<file path="src/rtl/serial_pattern_tx.sv">
// Serial frame transmitter: sends preamble, MSB-first payload, optional even parity, then an idle gap.
// Outputs are registered from the next-state decode, so data_valid never reaches an output combinationally.
module serial_pattern_tx #(
    parameter int                 DATA_W    = 8,
    parameter int                 PAT_LEN   = 4,
    parameter logic [PAT_LEN-1:0] PAT       = 4'b1011,
    parameter int                 PARITY_EN = 1,
    parameter int                 GAP       = 2
) (
    input  logic              clk,
    input  logic              rst,
    input  logic [DATA_W-1:0] data_in,
    input  logic              data_valid,
    output logic              data_ready,
    output logic              out,
    output logic              out_valid,
    output logic              busy,
    output logic              frame_done
);

    localparam int MAX_A = (PAT_LEN > DATA_W) ? PAT_LEN : DATA_W;
    localparam int MAX_B = (MAX_A > GAP) ? MAX_A : GAP;
    localparam int CNT_W = $clog2(MAX_B) + 1;

    typedef enum logic [2:0] {
        S_IDLE     = 3'd0,
        S_PREAMBLE = 3'd1,
        S_DATA     = 3'd2,
        S_PARITY   = 3'd3,
        S_GAP      = 3'd4
    } state_t;

    function automatic logic even_parity(input logic [DATA_W-1:0] d);
        return ^d;
    endfunction

    state_t             r_state;
    state_t             w_next_state;
    logic [CNT_W-1:0]   r_cnt;
    logic [CNT_W-1:0]   w_next_cnt;
    logic [DATA_W-1:0]  r_shreg;
    logic [DATA_W-1:0]  w_next_shreg;
    logic               r_par;
    logic               w_next_par;
    logic               w_accept;
    logic [PAT_LEN-1:0] w_pat_sh;
    logic               w_out;
    logic               w_out_valid;

    assign w_accept = (r_state == S_IDLE) && data_ready && data_valid;

    // Next-state, counter and shift-register update
    always_comb begin
        w_next_state = r_state;
        w_next_cnt   = r_cnt;
        w_next_shreg = r_shreg;
        w_next_par   = r_par;
        case (r_state)
            S_IDLE: begin
                if (w_accept) begin
                    w_next_state = S_PREAMBLE;
                    w_next_cnt   = CNT_W'(PAT_LEN - 1);
                    w_next_shreg = data_in;
                    w_next_par   = even_parity(data_in);
                end else begin
                    w_next_state = S_IDLE;
                end
            end
            S_PREAMBLE: begin
                if (r_cnt == {CNT_W{1'b0}}) begin
                    w_next_state = S_DATA;
                    w_next_cnt   = CNT_W'(DATA_W - 1);
                end else begin
                    w_next_cnt   = r_cnt - CNT_W'(1);
                end
            end
            S_DATA: begin
                w_next_shreg = {r_shreg[DATA_W-2:0], 1'b0};
                if (r_cnt == {CNT_W{1'b0}}) begin
                    if (PARITY_EN != 0) begin
                        w_next_state = S_PARITY;
                    end else if (GAP > 0) begin
                        w_next_state = S_GAP;
                        w_next_cnt   = CNT_W'(GAP - 1);
                    end else begin
                        w_next_state = S_IDLE;
                    end
                end else begin
                    w_next_cnt = r_cnt - CNT_W'(1);
                end
            end
            S_PARITY: begin
                if (GAP > 0) begin
                    w_next_state = S_GAP;
                    w_next_cnt   = CNT_W'(GAP - 1);
                end else begin
                    w_next_state = S_IDLE;
                end
            end
            S_GAP: begin
                if (r_cnt == {CNT_W{1'b0}}) begin
                    w_next_state = S_IDLE;
                end else begin
                    w_next_cnt = r_cnt - CNT_W'(1);
                end
            end
            default: begin
                w_next_state = S_IDLE;
                w_next_cnt   = {CNT_W{1'b0}};
            end
        endcase
    end

    assign w_pat_sh = PAT >> w_next_cnt;

    // Serial bit decode for the state being entered
    always_comb begin
        w_out       = 1'b0;
        w_out_valid = 1'b0;
        case (w_next_state)
            S_PREAMBLE: begin
                w_out       = w_pat_sh[0];
                w_out_valid = 1'b1;
            end
            S_DATA: begin
                w_out       = w_next_shreg[DATA_W-1];
                w_out_valid = 1'b1;
            end
            S_PARITY: begin
                w_out       = w_next_par;
                w_out_valid = 1'b1;
            end
            default: begin
                w_out       = 1'b0;
                w_out_valid = 1'b0;
            end
        endcase
    end

    // State and output registers with synchronous active-low reset
    always_ff @(posedge clk) begin
        if (!rst) begin
            r_state    <= S_IDLE;
            r_cnt      <= {CNT_W{1'b0}};
            r_shreg    <= {DATA_W{1'b0}};
            r_par      <= 1'b0;
            out        <= 1'b0;
            out_valid  <= 1'b0;
            busy       <= 1'b0;
            frame_done <= 1'b0;
            data_ready <= 1'b0;
        end else begin
            r_state    <= w_next_state;
            r_cnt      <= w_next_cnt;
            r_shreg    <= w_next_shreg;
            r_par      <= w_next_par;
            out        <= w_out;
            out_valid  <= w_out_valid;
            busy       <= (w_next_state != S_IDLE);
            frame_done <= (r_state != S_IDLE) && (w_next_state == S_IDLE);
            data_ready <= (w_next_state == S_IDLE);
        end
    end

endmodule

</file>
<file path="config.mk">
export PLATFORM = sky130hd
export DESIGN_NAME = serial_pattern_tx
export DESIGN_NICKNAME = d
export VERILOG_FILES = /design/src/rtl/serial_pattern_tx.sv
export SDC_FILE = /design/constraint.sdc
export NUM_CORES = 1
export LEC_CHECK = 0
export ABC_AREA = 1
export CELL_PAD_IN_SITES_DETAIL_PLACEMENT = 2
export CELL_PAD_IN_SITES_GLOBAL_PLACEMENT = 2
export CORE_ASPECT_RATIO = 1.2
export CORE_UTILIZATION = 37
export CTS_BUF_LIST = sky130_fd_sc_hd__clkbuf_8
export DETAILED_ROUTE_END_ITERATION = 8
export DONT_BUFFER_PORTS = 1
export PLACE_DENSITY_LB_ADDON = 0.1
export SLEW_MARGIN = 20
export SYNTH_ARGS = -nofsm -noshare
export SYNTH_HDL_FRONTEND = slang
export SYNTH_SLANG_ARGS = --single-unit
</file>
<file path="constraint.sdc">
create_clock -name clk -period 3.2 [get_ports clk]
set_clock_uncertainty 0.1 [all_clocks]
set_input_delay 0.64 -clock clk [delete_from_list [all_inputs] [get_ports clk]]
set_output_delay 0.64 -clock clk [all_outputs]
set_load 0.03 [all_outputs]
</file>
==> out/metrics.yaml <==
status:
  status: "finished, final reports clean"
worst_setup_path:
  critPathArrivalTime_ns: 2.09
  worstPathRequired_ns: 3.27
  endpoint_kind: "flip-flop"
  crit_type: "flip-flop to flip-flop"
  cp_max_fo: 6
  start_kind: "flip-flop"
  reg2reg_setup_slack_ns: 1.17
drt:
  num_vias: 1253
  wl_per_cell_um: 16.2
  first_pass_iters: 3
  vias_per_cell: 5.33
  drt-initial-drc-count: 20
  ant_nets: 0
  routed_wl_um: 3800
  drc: 0
timing:
  setup-tns-final_ns: 0
  rsz0062_at_grt: "false"
  finalHoldViolations: 0
  tightest_slew_ns: 0.532
  min_period_ns: 2.03
  fmax_ghz: 0.493
  fin_crit_sh_pct: 63.4
  hold_slack_ns: 0.381
  setup_viol: 0
  relSlewSlack_pct: 64.5
  maxSlewViolCount: 0
synthesis:
  ys_warn_count: 0
  ys_types: 23
  netlist_instances: 196
  ys_ff_latch: 21
  syn_nets: 209
  synth-seq-area-share_pct: 34.7
  avgSynthCellArea_um2: 6.19
  netlist_area_um2: 1210
floorplanning:
  dieHeight_um: 64.7
  fp-row-count: 22
  io_pins: 16
  initial_core_util_pct: 39.3
  die-area_um2: 3510
  die_w_um: 54.3
  design.core.area_um2: 3080
grt:
  grt_antenna_before_repair: 0
  grt_usage_pct: 24.9
  overflow: 0
  first_global_vias: 1422
  grt_max_degree: 17
  grt_pass1_wl_um: 6280
placed_design:
  dpl_cell_area_um2: 1250
  place_congestion: 0.778
  io_buffers: 0
  hpwl_um: 3010
clock_network:
  cts_tree: "done"
  cts_hold_buf: 0
  clkTransAtPathRegs_ns: 0.08
  clock_sinks: 21
  cts_max_path_buffers: 2
  cts_resized: 0
  worstSkewPairLatency_ns: 0.27
  root_buffer: "clkbuf_8"
  h-tree-depth: 1
  post-cts-setup-buffers: 0
  cts_buffers: 3
run:
  maxCapViolations: 0
layout:
  final_common_cell: "nand2_1"
  antenna_cells: 0
  nets: 213
  syn2layout_area_growth_pct: 7.22
  final_cell_area_um2: 1300
  drive_gt1_share_pct: 7.54
  layout_common_cells: "nand2_1, inv_1, nor2_1"
power:
  leakage_nw: 0.706
  max-vdd-ir-drop_mv: 0.358
  p_per_area_nw_per_um2: 904
hold_path:
  hold_class: "flip-flop to flip-flop"
## synthesized netlist by cell type, drive strengths merged
| master | instances | share of area (%) |
|---|---|---|
| clkinv | 1 | 0.41 |
| clkbuf | 1 | 0.31 |
| nor2 | 29 | 10 |
| dfxtp | 21 | 35 |
| ha | 2 | 2.1 |
| a221oi | 6 | 4.3 |
| o21ai | 5 | 2.1 |
| nand3 | 16 | 7.4 |
| inv | 30 | 9.3 |
| nor4 | 1 | 0.52 |
| nand2 | 73 | 24 |
| nand3b | 1 | 0.62 |
| a21oi | 6 | 2.5 |
| nand4 | 1 | 0.52 |
| a31oi | 2 | 1.0 |
| nor3 | 1 | 0.41 |
## final timing paths
check	startpoint	end	cells past startpoint
worst max-delay path	r_cnt[1]$_SDFF_PN0_	out$_SDFF_PN0_	10
worst min-delay path	r_shreg[0]$_SDFFE_PN0P_	r_shreg[0]$_SDFFE_PN0P_	2
worst max register to register	r_cnt[1]$_SDFF_PN0_	out$_SDFF_PN0_	10
worst min register to register	r_shreg[0]$_SDFFE_PN0P_	r_shreg[0]$_SDFFE_PN0P_	2
## flip-flops by register name, summed over array words and instances, names as in the netlist
register / count
busy: 1
r_state: 3
r_par: 1
r_cnt: 4
out: 1
out_valid: 1
data_ready: 1
frame_done: 1
r_shreg: 8
## cell families after synthesis
group	after synthesis	share of synthesized area (%)
AO/OA/AOI/OAI	19	9.91
adder cells (fa/ha/maj)	2	2.06
buffers and inverters	32	10.0
flip-flops	21	34.7
AND/OR/NAND/NOR	122	43.3
## power by group
part           total [mW]  internal (mW)  switching [mW]
Sequential          0.429          0.329          0.0998
Clock               0.184         0.0872          0.0970
Combinational       0.562          0.180           0.381
Total                1.17          0.597           0.578
## routing by layer
layer	vias to the layer above	track usage, %	share of wire (%)
li1	624	-	-
met1	595	24.7	38
met2	21	45.9	56
met3	13	4.46	2.4
met4	0	13.1	3.1
met5	-	0	0
## stage by stage
| stage | worst slack [ns] | utilization [%] | total power, mW | std cells |
|---|---|---|---|---|
| final | 1.17 | 42.2 | 1.17 | 235 |
| after global routing | 1.03 | 42.2 | 1.27 | 235 |
| after CTS | 1.17 | 42.2 | 1.19 | 235 |
| after detailed placement | 1.22 | 40.7 | 0.981 | 231 |
| after global placement | 1.30 | 40.7 | 0.936 | 231 |
| after floorplan | 1.54 | - | 0.824 | 196 |
## critical path, cell delays in order (launching register included)
cell and delay (ns):
dfxtp_1 0.32, inv_1 0.12, ha_1 0.30, nand2_4 0.10, ha_1 0.30, nand3_1 0.09, nand2_1 0.05, nor2_1 0.17
nand2_1 0.12, a21oi_1 0.17, nor2_1 0.07
## area by class of cell
class | count | area (µm²)
Clock inverter | 1 | 5.00
Inverter | 31 | 118
Tap cell | 36 | 45.0
Fill cell | 383 | 1780
Clock buffer | 3 | 41.3
Multi-Input combinational cell | 143 | 671
Sequential cell | 21 | 420
(Power assumes the default switching activity.)
